[src/rtl/mb_mult_sched.sv]
// Round-robin front end for one shared pipelined Booth multiplier: arbitrates NREQ requesters,
// launches operands (with 3*my), tracks requester tags through the pipe and returns products.
module mb_mult_sched #(
  parameter int WIDTH = 16,
  parameter int NREQ  = 4,
  parameter int LAT   = 3
) (
  input  logic                      CLK,
  input  logic                      RST,
  input  logic [NREQ-1:0]           req_valid,
  input  logic [NREQ*WIDTH-1:0]     req_mx,
  input  logic [NREQ*WIDTH-1:0]     req_my,
  output logic [NREQ-1:0]           req_ready,
  input  logic                      pause,
  output logic                      pause_ack,
  output logic [WIDTH-1:0]          mul_mx,
  output logic [WIDTH-1:0]          mul_my,
  output logic [WIDTH+1:0]          mul_tmy,
  input  logic [WIDTH-1:0]          mul_product,
  output logic [NREQ-1:0]           rsp_valid,
  output logic [WIDTH-1:0]          rsp_product,
  output logic [$clog2(LAT+2)-1:0]  inflight
);
  localparam int IDW = $clog2(NREQ);
  localparam int CW  = $clog2(LAT+2);

  typedef enum logic [1:0] {S_RUN, S_DRAIN, S_HELD} state_t;

  state_t              r_state;
  logic                r_pause_ack;
  logic [IDW-1:0]      r_ptr;
  logic [WIDTH-1:0]    r_mul_mx;
  logic [WIDTH-1:0]    r_mul_my;
  logic [WIDTH+1:0]    r_mul_tmy;
  logic [LAT-1:0]      r_tag_v;
  logic [IDW-1:0]      r_tag_id [LAT];
  logic [NREQ-1:0]     r_rsp_valid;
  logic [WIDTH-1:0]    r_rsp_product;
  logic [CW-1:0]       r_inflight;

  logic                w_found;
  logic [IDW-1:0]      w_gnt_id;
  int unsigned         w_idx;
  logic                w_xfer;
  logic                w_ret;
  logic [WIDTH-1:0]    w_sel_mx;
  logic [WIDTH-1:0]    w_sel_my;
  logic [WIDTH+1:0]    w_tmy;

  // Search starts at the pointer and wraps, so the last winner has lowest priority next time.
  always_comb begin
    w_found  = 1'b0;
    w_gnt_id = '0;
    w_idx    = 0;
    for (int k = 0; k < NREQ; k++) begin
      w_idx = int'(r_ptr) + k;
      if (w_idx >= NREQ) w_idx = w_idx - NREQ;
      if (!w_found && req_valid[w_idx]) begin
        w_found  = 1'b1;
        w_gnt_id = w_idx[IDW-1:0];
      end
    end
  end

  assign w_xfer    = w_found && (r_state == S_RUN);
  assign req_ready = w_xfer ? (NREQ'(1) << w_gnt_id) : '0;
  assign w_ret     = r_tag_v[LAT-1];

  assign w_sel_mx = req_mx[w_gnt_id*WIDTH +: WIDTH];
  assign w_sel_my = req_my[w_gnt_id*WIDTH +: WIDTH];
  assign w_tmy    = {2'b00, w_sel_my} + {1'b0, w_sel_my, 1'b0};

  // Leaving DRAIN on a dropped pause takes priority over completing the quiesce.
  always_ff @(posedge CLK) begin
    if (RST) begin
      r_state     <= S_RUN;
      r_pause_ack <= 1'b0;
    end else begin
      case (r_state)
        S_RUN: begin
          if (pause) r_state <= S_DRAIN;
        end
        S_DRAIN: begin
          if (!pause) begin
            r_state <= S_RUN;
          end else if (r_inflight == '0) begin
            r_state     <= S_HELD;
            r_pause_ack <= 1'b1;
          end
        end
        S_HELD: begin
          if (!pause) begin
            r_state     <= S_RUN;
            r_pause_ack <= 1'b0;
          end
        end
        default: begin
          r_state     <= S_RUN;
          r_pause_ack <= 1'b0;
        end
      endcase
    end
  end

  always_ff @(posedge CLK) begin
    if (RST) begin
      r_ptr     <= '0;
      r_mul_mx  <= '0;
      r_mul_my  <= '0;
      r_mul_tmy <= '0;
    end else if (w_xfer) begin
      r_ptr     <= (w_gnt_id == IDW'(NREQ-1)) ? '0 : w_gnt_id + IDW'(1);
      r_mul_mx  <= w_sel_mx;
      r_mul_my  <= w_sel_my;
      r_mul_tmy <= w_tmy;
    end
  end

  // Tag pipe runs in lockstep with the multiplier; bubbles travel with valid=0.
  always_ff @(posedge CLK) begin
    if (RST) begin
      r_tag_v <= '0;
      for (int s = 0; s < LAT; s++) r_tag_id[s] <= '0;
    end else begin
      r_tag_v[0]  <= w_xfer;
      r_tag_id[0] <= w_gnt_id;
      for (int s = 1; s < LAT; s++) begin
        r_tag_v[s]  <= r_tag_v[s-1];
        r_tag_id[s] <= r_tag_id[s-1];
      end
    end
  end

  always_ff @(posedge CLK) begin
    if (RST) begin
      r_rsp_valid   <= '0;
      r_rsp_product <= '0;
    end else begin
      r_rsp_valid <= w_ret ? (NREQ'(1) << r_tag_id[LAT-1]) : '0;
      if (w_ret) r_rsp_product <= mul_product;
    end
  end

  always_ff @(posedge CLK) begin
    if (RST) begin
      r_inflight <= '0;
    end else begin
      case ({w_xfer, w_ret})
        2'b10:   r_inflight <= r_inflight + CW'(1);
        2'b01:   r_inflight <= r_inflight - CW'(1);
        default: r_inflight <= r_inflight;
      endcase
    end
  end

  assign pause_ack   = r_pause_ack;
  assign mul_mx      = r_mul_mx;
  assign mul_my      = r_mul_my;
  assign mul_tmy     = r_mul_tmy;
  assign rsp_valid   = r_rsp_valid;
  assign rsp_product = r_rsp_product;
  assign inflight    = r_inflight;

endmodule

[config.mk]
export PLATFORM = sky130hd
export DESIGN_NAME = mb_mult_sched
export DESIGN_NICKNAME = d
export VERILOG_FILES = /design/src/rtl/mb_mult_sched.sv
export SDC_FILE = /design/constraint.sdc
export NUM_CORES = 1
export LEC_CHECK = 0
export BUFFER_PORTS_ARGS = -buffer_cell sky130_fd_sc_hd__buf_2
export CAP_MARGIN = 15
export CORE_UTILIZATION = 40
export DETAILED_ROUTE_END_ITERATION = 6
export HOLD_SLACK_MARGIN = 0.02
export PLACE_DENSITY = 0.7
export SLEW_MARGIN = 0
export SYNTH_ARGS = -nofsm -noshare
export SYNTH_HDL_FRONTEND = slang
export SYNTH_SLANG_ARGS = --single-unit
[constraint.sdc]
create_clock -name CLK -period 14.1 [get_ports CLK]
set_input_delay 2.82 -clock CLK [delete_from_list [all_inputs] [get_ports CLK]]
set_output_delay 2.82 -clock CLK [all_outputs]
set_load 0.05 [all_outputs]
-- Word-level counts from Yosys, hierarchy flattened
Memories as Yosys holds them, arrays and structs flattened.
Cells that the tools add are included.
- flip-flop bits (word level): 81
- bits in latches: 0
- RAM bits: 6
- bits in read-only memories: 0
- bits of input ports: 151
- output and inout bits: 78
- logic and storage cells: 100
- memories kept: 1
- $add $sub $neg: 11
- $mul: 0
- divide/modulo/power cells: 0
- $lt $le $gt $ge: 8
- eq/ne operators: 10
- shift operators: 4
- multiplexer cells: 38
- bitwise gates (word level): 5
- reduce and logical (&&, ||, !) cells: 13
- memory list (memory ; words ; width ; rd ports ; clocked after Yosys merged registers in ; wr ports ; line ; text):
    r_tag_id ; 3 ; 2 ; 3 ; 0 ; 3 ; 36 ; logic [IDW-1:0] r_tag_id [LAT];
- operators with widths (cell ; count):
    32-bit by 3-bit less-than comparator with 1-bit output, second input constant ; 4
    32-bit 2-to-1 mux ; 4
    64-bit by 7-bit indexed part select with 16-bit output ; 2
    2-bit 2-to-1 mux ; 12
    16-bit by 17-bit adder with 18-bit output ; 1
    1-bit 2-to-1 mux ; 14
    3-bit by 3-bit subtractor with 4-bit output, second input constant ; 3
    3-bit >= comparator, second input constant ; 3
    1-bit binary-select mux with 2-bit select ; 4
    2-bit inequality test, second input constant ; 4
    1-bit by 2-bit << shifter with 4-bit output, first input constant ; 2
    2-bit by 2-bit adder with 3-bit output, second input constant ; 2
    2-bit == test, second input constant ; 3
    2-bit one-hot mux with 3 select lines ; 1
    3-bit one-hot mux with 2 select lines ; 1
    2-bit by 1-bit == test with 1-bit output, second input constant ; 2
    1-bit logical AND ; 4
    4-bit 2-to-1 mux ; 1
    4-bit AND reduction ; 1
    2-bit by 3-bit subtractor with 4-bit output, second input constant ; 1
    2-bit by 1-bit adder with 3-bit output, second input constant ; 1
    3-bit by 1-bit adder with 3-bit output, second input constant ; 1
    2-bit by 3-bit >= comparator with 1-bit output, second input constant ; 1
    1-bit logical NOT ; 3
    other kinds (11) ; 14

-- Longest topological paths before layout
Gate-level depths: netlist (run 1).
- depth in word-level cells: 17
- gate-level depth with buffers: 18
- gate-level depth less buffers: 15

-- Worst setup path before layout (run 1)
OpenSTA, ideal clock, no wires.
- path type: input-to-output
- from: input port req_valid[1]
- to: output port req_ready[0]
- arrival: 5027 ps
- data required time: 11280 ps
- setup slack: 6253 ps
- stages on the path: 9
- path buffers: 4
- path through: or3b_1 -> o221a_4 -> inv_2 -> buf_6 -> clkbuf_1 -> clkbuf_1 -> clkbuf_1 -> ha_1 -> and2_1
- longest elaborated chain between the ends: 14
- RTL lines (what ; line ; text):
    start: declaration ; 10 ; input logic [NREQ-1:0] req_valid,
    1-bit binary-select mux with 2-bit select ; 58 ; if (!w_found && req_valid[w_idx]) begin
    1-bit 2-to-1 mux (implied by the code) ; 58 ;
    1-bit 2-to-1 mux ; 58 ;
    1-bit logical NOT ; 58 ;
    1-bit logical AND ; 58 ;
    1-bit 2-to-1 mux ; 58 ;
    1-bit logical NOT ; 58 ;
    1-bit logical AND ; 58 ;
    1-bit 2-to-1 mux ; 58 ;
    1-bit logical NOT ; 58 ;
    1-bit logical AND ; 58 ;
    2-bit 2-to-1 mux or 1-bit 2-to-1 mux (tied branches) ; 58 ;
    1-bit by 2-bit << shifter with 4-bit output or 1-bit logical AND (tied branches) ; 66, 65 ;
    4-bit 2-to-1 mux * ; 66 ; assign req_ready = w_xfer ? (NREQ'(1) << w_gnt_id) : '0;
    end: declaration ; 13 ; output logic [NREQ-1:0] req_ready,
Every way passes the cells marked *; elsewhere a longest branch is shown, timed or not. The select of a mux whose other input is x is not followed.

-- Worst setup path after layout (run 1)
Same ends and word-level chain as after synthesis.

==> results by group, run 1 <==
Run status
  • Status: finished clean

Drt
  • Post-route ant nets: 0
  • Post-detailed-route DRC marker count: 0
  • DR pass1 iterations: 4
  • Initial DRC count: 306
  • DR vias: between 5000 and 6000
  • Detailed Route WL: around 14000 um
  • Routed WL per cell: around 14 um
  • Via-to-Cell Ratio: 4.99

Power
  • LEAKAGE: approximately 0.0032 uW
  • Sequential Power Share: 0.276
  • Comb power frac: 0.513
  • Peak VDD IR: 0.117 mV
  • Sw Ratio: 0.450
  • P_sw: between 500 and 600 uW
  • Clock power share: 0.211
  • P_int: just over 600 uW
  • Overall power: approximately 1100 uW
  • Power per cell area: between 150 and 200 mW/mm^2

Placed design
  • DP Cell Count: ~1000
  • IO Port Bufs: ~230
  • Detailed placer's ending HPWL: between 9000 and 10000 um
  • Pre-CTS WS: about 6.3 ns
  • GPL Wtd Cong: between 0.8 and 0.9

Synthesis
  • Seq/Total Area, Yosys: 0.340
  • Primary FF master, synth: dfxtp_1
  • Synth Cell Area: around 0.0051 mm^2
  • Number of synthesized flops with an enable pin: 0
  • Cells after synthesis: approximately 640
  • Post-Syn Nets: just over 800
  • Post-synth ARST share: 0
  • #FFs+latches synth: 86
  • Post-synth top cells: nand2_1, dfxtp_1, a21oi_1, nor2_1, mux2i_1
  • Area contributors post-synth: dfxtp_1, nand2_1, mux2i_1, a21oi_1, ha_1
  • Most common cell in the netlist: nand2_1
  • Mapped Avg Cell Area: roughly 7.9 um^2
  • Warnings from Yosys: 0
  • Yosys cell types: 65
  • Share of the synthesized area in the top cell type: 0.340
  • Cell taking the most area after synthesis: dfxtp_1

Critical path
  • Critical Path RT: 11.28 ns
  • Critical path class: input pin to output port
  • Worst setup SP type: input pin
  • Worst EP arrival: around 5 ns
  • Worst-path maximum fanout: just under 60
  • Kind of end point of the critical path: output port

Final layout
  • Area growth, synth to finish: 29.7%
  • Share of layout cells above drive strength 1: 0.323
  • NumNets Final: a little over 1000
  • # diodes: 0
  • Fillers: 1201
  • Finished Layout Cells: just over 1000

Timing
  • Clk_skew: around 0.0047 ns
  • Finish-stage setup viols: 0
  • Final Hold Vio Count: 0
  • Slew margin rel.: 0.354
  • Fin Setup TNS: 0 ns
  • Final Cycle Share: 0.552
  • Max Slew Vio Count: 0
  • Worst setup margin: around 6.3 ns
  • RSZ-0062 raised after global routing: false
  • FMAX: 129 MHz
  • Worst slew pin tran: about 0.97 ns
  • Fin crit period: between 7 and 8 ns

Floorplanning
  • I/O Pins: about 230
  • Die area: between 0.01 and 0.015 mm^2
  • Initial Utilization: 0.416
  • Die Span Y: ~110 um
  • CORE AREA: approximately 0.012 mm^2
  • Number of cell rows: 40
  • Die W: between 100 and 150 um

Clocking
  • CTS hold repair buffers: 0
  • Post-CTS setup buffer count: 0
  • Worst-Skew Late Latency: between 0.3 and 0.4 ns
  • Root Driver: clkbuf_16
  • Resized Gates After CTS: 0
  • CTS Buf Count: 9
  • Clk sinks: between 80 and 90
  • CTS tree: done
  • Clk slew on worst S/H paths: ~0.06 ns
  • H-tree level count: 3
  • Clock buffer depth: 2

Global route
  • Tot GR Track Use: 0.209
  • Global-route wire length before repair: between 20000 and 25000 um
  • Vias in the first global route: between 4000 and 5000
  • Grt ovf: 0
  • Largest net degree at the start of global routing: 86
  • Antenna violations before repair: 0

Flow run
  • Max_cap viols: 0

Worst hold path
  • Worst hold path class: flip-flop to flip-flop
[cells by family after synthesis]
| group | share of synthesized area |
|---|---|
| and+or+nand+nor | 0.243 |
| AOI/OAI and AO/OA | 0.178 |
| DFF | 0.340 |
| buffers and inverters | 0.0522 |
| muxes | 0.102 |
| adders and majority gates | 0.0546 |
| xor gates and xnor gates | 0.0294 |
[final timing paths]
| check | startpoint | to | slack (ns) | cells after the start |
|---|---|---|---|---|
| setup / recovery | req_valid[1] | req_ready[0] | 6.32 | 8 |
| hold reg to reg | r_tag_v[0]$_SDFF_PP0_ | r_tag_v[1]$_SDFF_PP0_ | 0.44 | 1 |
| hold / removal | r_tag_v[0]$_SDFF_PP0_ | r_tag_v[1]$_SDFF_PP0_ | 0.44 | 1 |
| setup reg to reg | r_ptr[1]$_SDFFE_PP0P_ | mul_tmy[10]$_SDFFE_PP0P_ | 9.51 | 16 |
[state kept, by name, indices dropped and copies added, names as in the netlist, 2 cells and up]
name,count
rsp_product,16
r_tag_id,6
inflight,3
r_ptr,2
mul_my,16
r_state,2
mul_mx,16
mul_tmy,17
r_tag_v,3
rsp_valid,4
[power groups by stage]
| stage | sequential, uW | clock [uW] | combinational (uW) |
|---|---|---|---|
| 6_report | 309 | 236 | 575 |
| 5_1_grt | 315 | 254 | 629 |
| 4_1_cts | 310 | 243 | 578 |
| 3_5_place_dp | 314 | 0 | 576 |
| 3_3_place_gp | 314 | 0 | 572 |
| 2_1_floorplan | 446 | 0 | 318 |
[layout by cell type, fill, tap and decap left out, types with 9 or more instances in the layout]
cell type    n
a311oi_1    19
nor2_1      55
dfxtp_1     86
nor2b_1      9
a21oi_1     56
clkbuf_16    9
inv_1       15
ha_1        18
xnor2_1     12
nand2_1    147
mux2i_1     36
and3_1      26
buf_2      228
[layer usage]
layer	track usage	routed length, um
met2	0.350	6380
met1	0.264	6380
met3	0.0529	902
met5	0	0
met4	0.0623	178
[stage by stage]
stage | hold WS (ns) | utilization | instance area, um^2
after floorplan | 0.414 | - | 5060
after global placement | 0.417 | 0.516 | 6280
after detailed placement | 0.423 | 0.516 | 6280
after CTS | 0.439 | 0.540 | 6570
after global routing | 0.460 | 0.540 | 6570
final | 0.436 | 0.540 | 6570
[critical path, stage by stage]
cell and delay [ns]:
buf_2 0.13, or3b_1 0.39, o221a_4 0.35, inv_2 0.10
buf_4 0.50, ha_1 0.24, and2_1 0.12, buf_2 0.27
[cell type report]
cell class / instances / area (um^2) / share of cell area
clock inverter: 4 / 56.3 / 0.00858
clock buffer: 11 / 233 / 0.0354
tap: 168 / 210 / 0.0320
inverter: 20 / 76.3 / 0.0116
sequential: 86 / 1720 / 0.262
multi-input combinational: 489 / 3080 / 0.469
timing repair buffer: 234 / 1190 / 0.181
No activity file was read; power rests on OpenSTA's default activity.
==> run 2: changes to the inputs <==
--- a/config.mk
+++ b/config.mk
@@ -10,7 +10,7 @@
 export CORE_UTILIZATION = 40
 export DETAILED_ROUTE_END_ITERATION = 6
 export HOLD_SLACK_MARGIN = 0.02
-export PLACE_DENSITY = 0.7
+export PLACE_DENSITY = 0.73
 export SLEW_MARGIN = 0
 export SYNTH_ARGS = -nofsm -noshare
 export SYNTH_HDL_FRONTEND = slang
==> constraint.sdc (replaced) <==
create_clock -name CLK -period 6.8 [get_ports CLK]
set_input_delay 1.36 -clock CLK [delete_from_list [all_inputs] [get_ports CLK]]
set_output_delay 1.36 -clock CLK [all_outputs]
set_load 0.05 [all_outputs]
==> results by group, run 2 (same netlist as run 1, synthesis figures left out) <==
Run status
  • Status: finished clean

Clocking
  • Clock buffer depth: 2
  • CTS hold repair buffers: 0
  • Post-CTS setup buffer count: 0
  • H-tree level count: 3
  • Root Driver: clkbuf_16
  • CTS tree: done
  • CTS Buf Count: 9
  • Clk slew on worst S/H paths: 0.07 ns
  • Worst-Skew Late Latency: roughly 0.34 ns
  • Clk sinks: 86
  • Resized Gates After CTS: 0

Timing
  • Fin crit period: between 5 and 6 ns
  • Clk_skew: approximately 0.0075 ns
  • RSZ-0062 raised after global routing: false
  • Worst slew pin tran: 0.960 ns
  • Finish-stage setup viols: 0
  • Max Slew Vio Count: 0
  • Final Hold Vio Count: 0
  • Final Cycle Share: 0.736
  • Slew margin rel.: 0.359
  • Fin Setup TNS: 0 ns
  • FMAX: 200 MHz

Power
  • P_int: between 1000 and 1500 uW
  • P_sw: between 1000 and 1500 uW
  • Comb power frac: 0.513
  • Sw Ratio: 0.454
  • Power per cell area: 356 mW/mm^2
  • Peak VDD IR: around 0.27 mV
  • LEAKAGE: roughly 0.0032 uW
  • Sequential Power Share: 0.273
  • Clock power share: 0.214

Floorplanning
  • Die Span Y: between 100 and 150 um
  • Die W: approximately 110 um
  • Die area: 0.0131 mm^2
  • Number of cell rows: 40
  • CORE AREA: around 0.012 mm^2
  • I/O Pins: 229
  • Initial Utilization: 0.416

Worst hold path
  • Worst hold path class: flip-flop to flip-flop

Placed design
  • IO Port Bufs: 228
  • GPL Wtd Cong: slightly above 0.8
  • Dpl cell area: 0.00628 mm^2
  • Detailed placer's ending HPWL: just over 10000 um

Final layout
  • Largest register FFs: 17
  • Share of layout cells above drive strength 1: 0.326
  • Most common cell after layout, fill and taps aside: buf_2
  • Design area: 0.00659 mm^2
  • Final core occ: 0.541
  • Area growth, synth to finish: 30.1%
  • # diodes: 0
  • NumNets Final: 1012
  • Most frequent cells in the layout: buf_2, nand2_1, dfxtp_1

Critical path
  • Worst-path maximum fanout: 29
  • Kind of end point of the critical path: flip-flop
  • Critical Path RT: just over 7 ns
  • Worst EP arrival: between 5 and 6 ns
  • Worst setup SP type: input pin
  • Critical path class: input pin to flip-flop

Drt
  • DR pass1 iterations: 4
  • Routed WL per cell: between 10 and 15 um
  • Initial DRC count: ~310
  • Post-route ant nets: 0
  • Post-detailed-route DRC marker count: 0
  • Detailed Route WL: between 10000 and 15000 um
  • Via-to-Cell Ratio: between 5 and 6
  • DR vias: 5111

Global route
  • Largest net degree at the start of global routing: 66
  • Tot GR Track Use: 0.217
  • Antenna violations before repair: 0
  • Grt ovf: 0
  • Global-route wire length before repair: about 22000 um
  • Vias in the first global route: about 4600

Flow run
  • Max_cap viols: 0
[run 2: changes by cell type in the layout (fill, tap and decap cells not counted), sizes merged]
cell,delta
clkbuf,-1
clkinv,-1
buf,+1
inv,+2
clkinvlp,+1
[run 2: power by group through the flow]
stage / combinational, uW / clock (uW) / sequential, uW
2_1_floorplan: 660 / 0 / 924
6_report: 1200 / 501 / 641
4_1_cts: 1200 / 512 / 641
5_1_grt: 1310 / 531 / 653
3_5_place_dp: 1200 / 0 / 651
3_3_place_gp: 1190 / 0 / 649
[run 2: worst paths after layout]
| check | slack, ns | start | depth (start not counted) | endpoint |
|---|---|---|---|---|
| max | 1.79 | req_valid[1] | 16 | mul_tmy[10]$_SDFFE_PP0P_ |
| min | 0.43 | r_tag_v[0]$_SDFF_PP0_ | 1 | r_tag_v[1]$_SDFF_PP0_ |
| max reg2reg | 2.45 | r_ptr[1]$_SDFFE_PP0P_ | 15 | mul_tmy[10]$_SDFFE_PP0P_ |
| min reg2reg | 0.43 | r_tag_v[0]$_SDFF_PP0_ | 1 | r_tag_v[1]$_SDFF_PP0_ |
[run 2: metrics by stage]
stage / hold WS, ns / cells / worst slack (ns) / power, uW
2_1_floorplan: 0.414 / 637 / 1.80 / 1580
5_1_grt: 0.462 / 1014 / 1.51 / 2500
3_3_place_gp: 0.418 / 997 / 1.62 / 1840
6_report: 0.435 / 1014 / 1.79 / 2340
4_1_cts: 0.438 / 1013 / 1.83 / 2360
3_5_place_dp: 0.422 / 997 / 1.48 / 1850
[run 2: layer usage]
layer	track usage	wire (um)
met5	0	0
met4	0.0667	207
met3	0.0625	913
met2	0.357	6630
met1	0.274	6380
[run 2: critical path, cell delays in order]
cell	delay [ns]
buf_2	0.13
or3b_1	0.38
o221a_4	0.24
inv_2	0.48
nand2_1	0.11
and3_1	0.18
a31oi_1	0.36
ha_1	0.32
a21oi_1	0.27
inv_1	0.10
a22o_1	0.21
a211o_1	0.33
a21oi_1	0.32
o311ai_1	0.16
o21a_1	0.15
o211ai_1	0.17
[run 2: cell type report]
type / count / area [um^2]
Timing Repair Buffer: 235 / 1200
Fill cell: 1176 / 5580
Clock inverter: 6 / 68.8
Inverter: 20 / 76.3
Multi-Input combinational cell: 489 / 3080
Sequential cell: 86 / 1720
Clock buffer: 10 / 229
Tap cell: 168 / 210
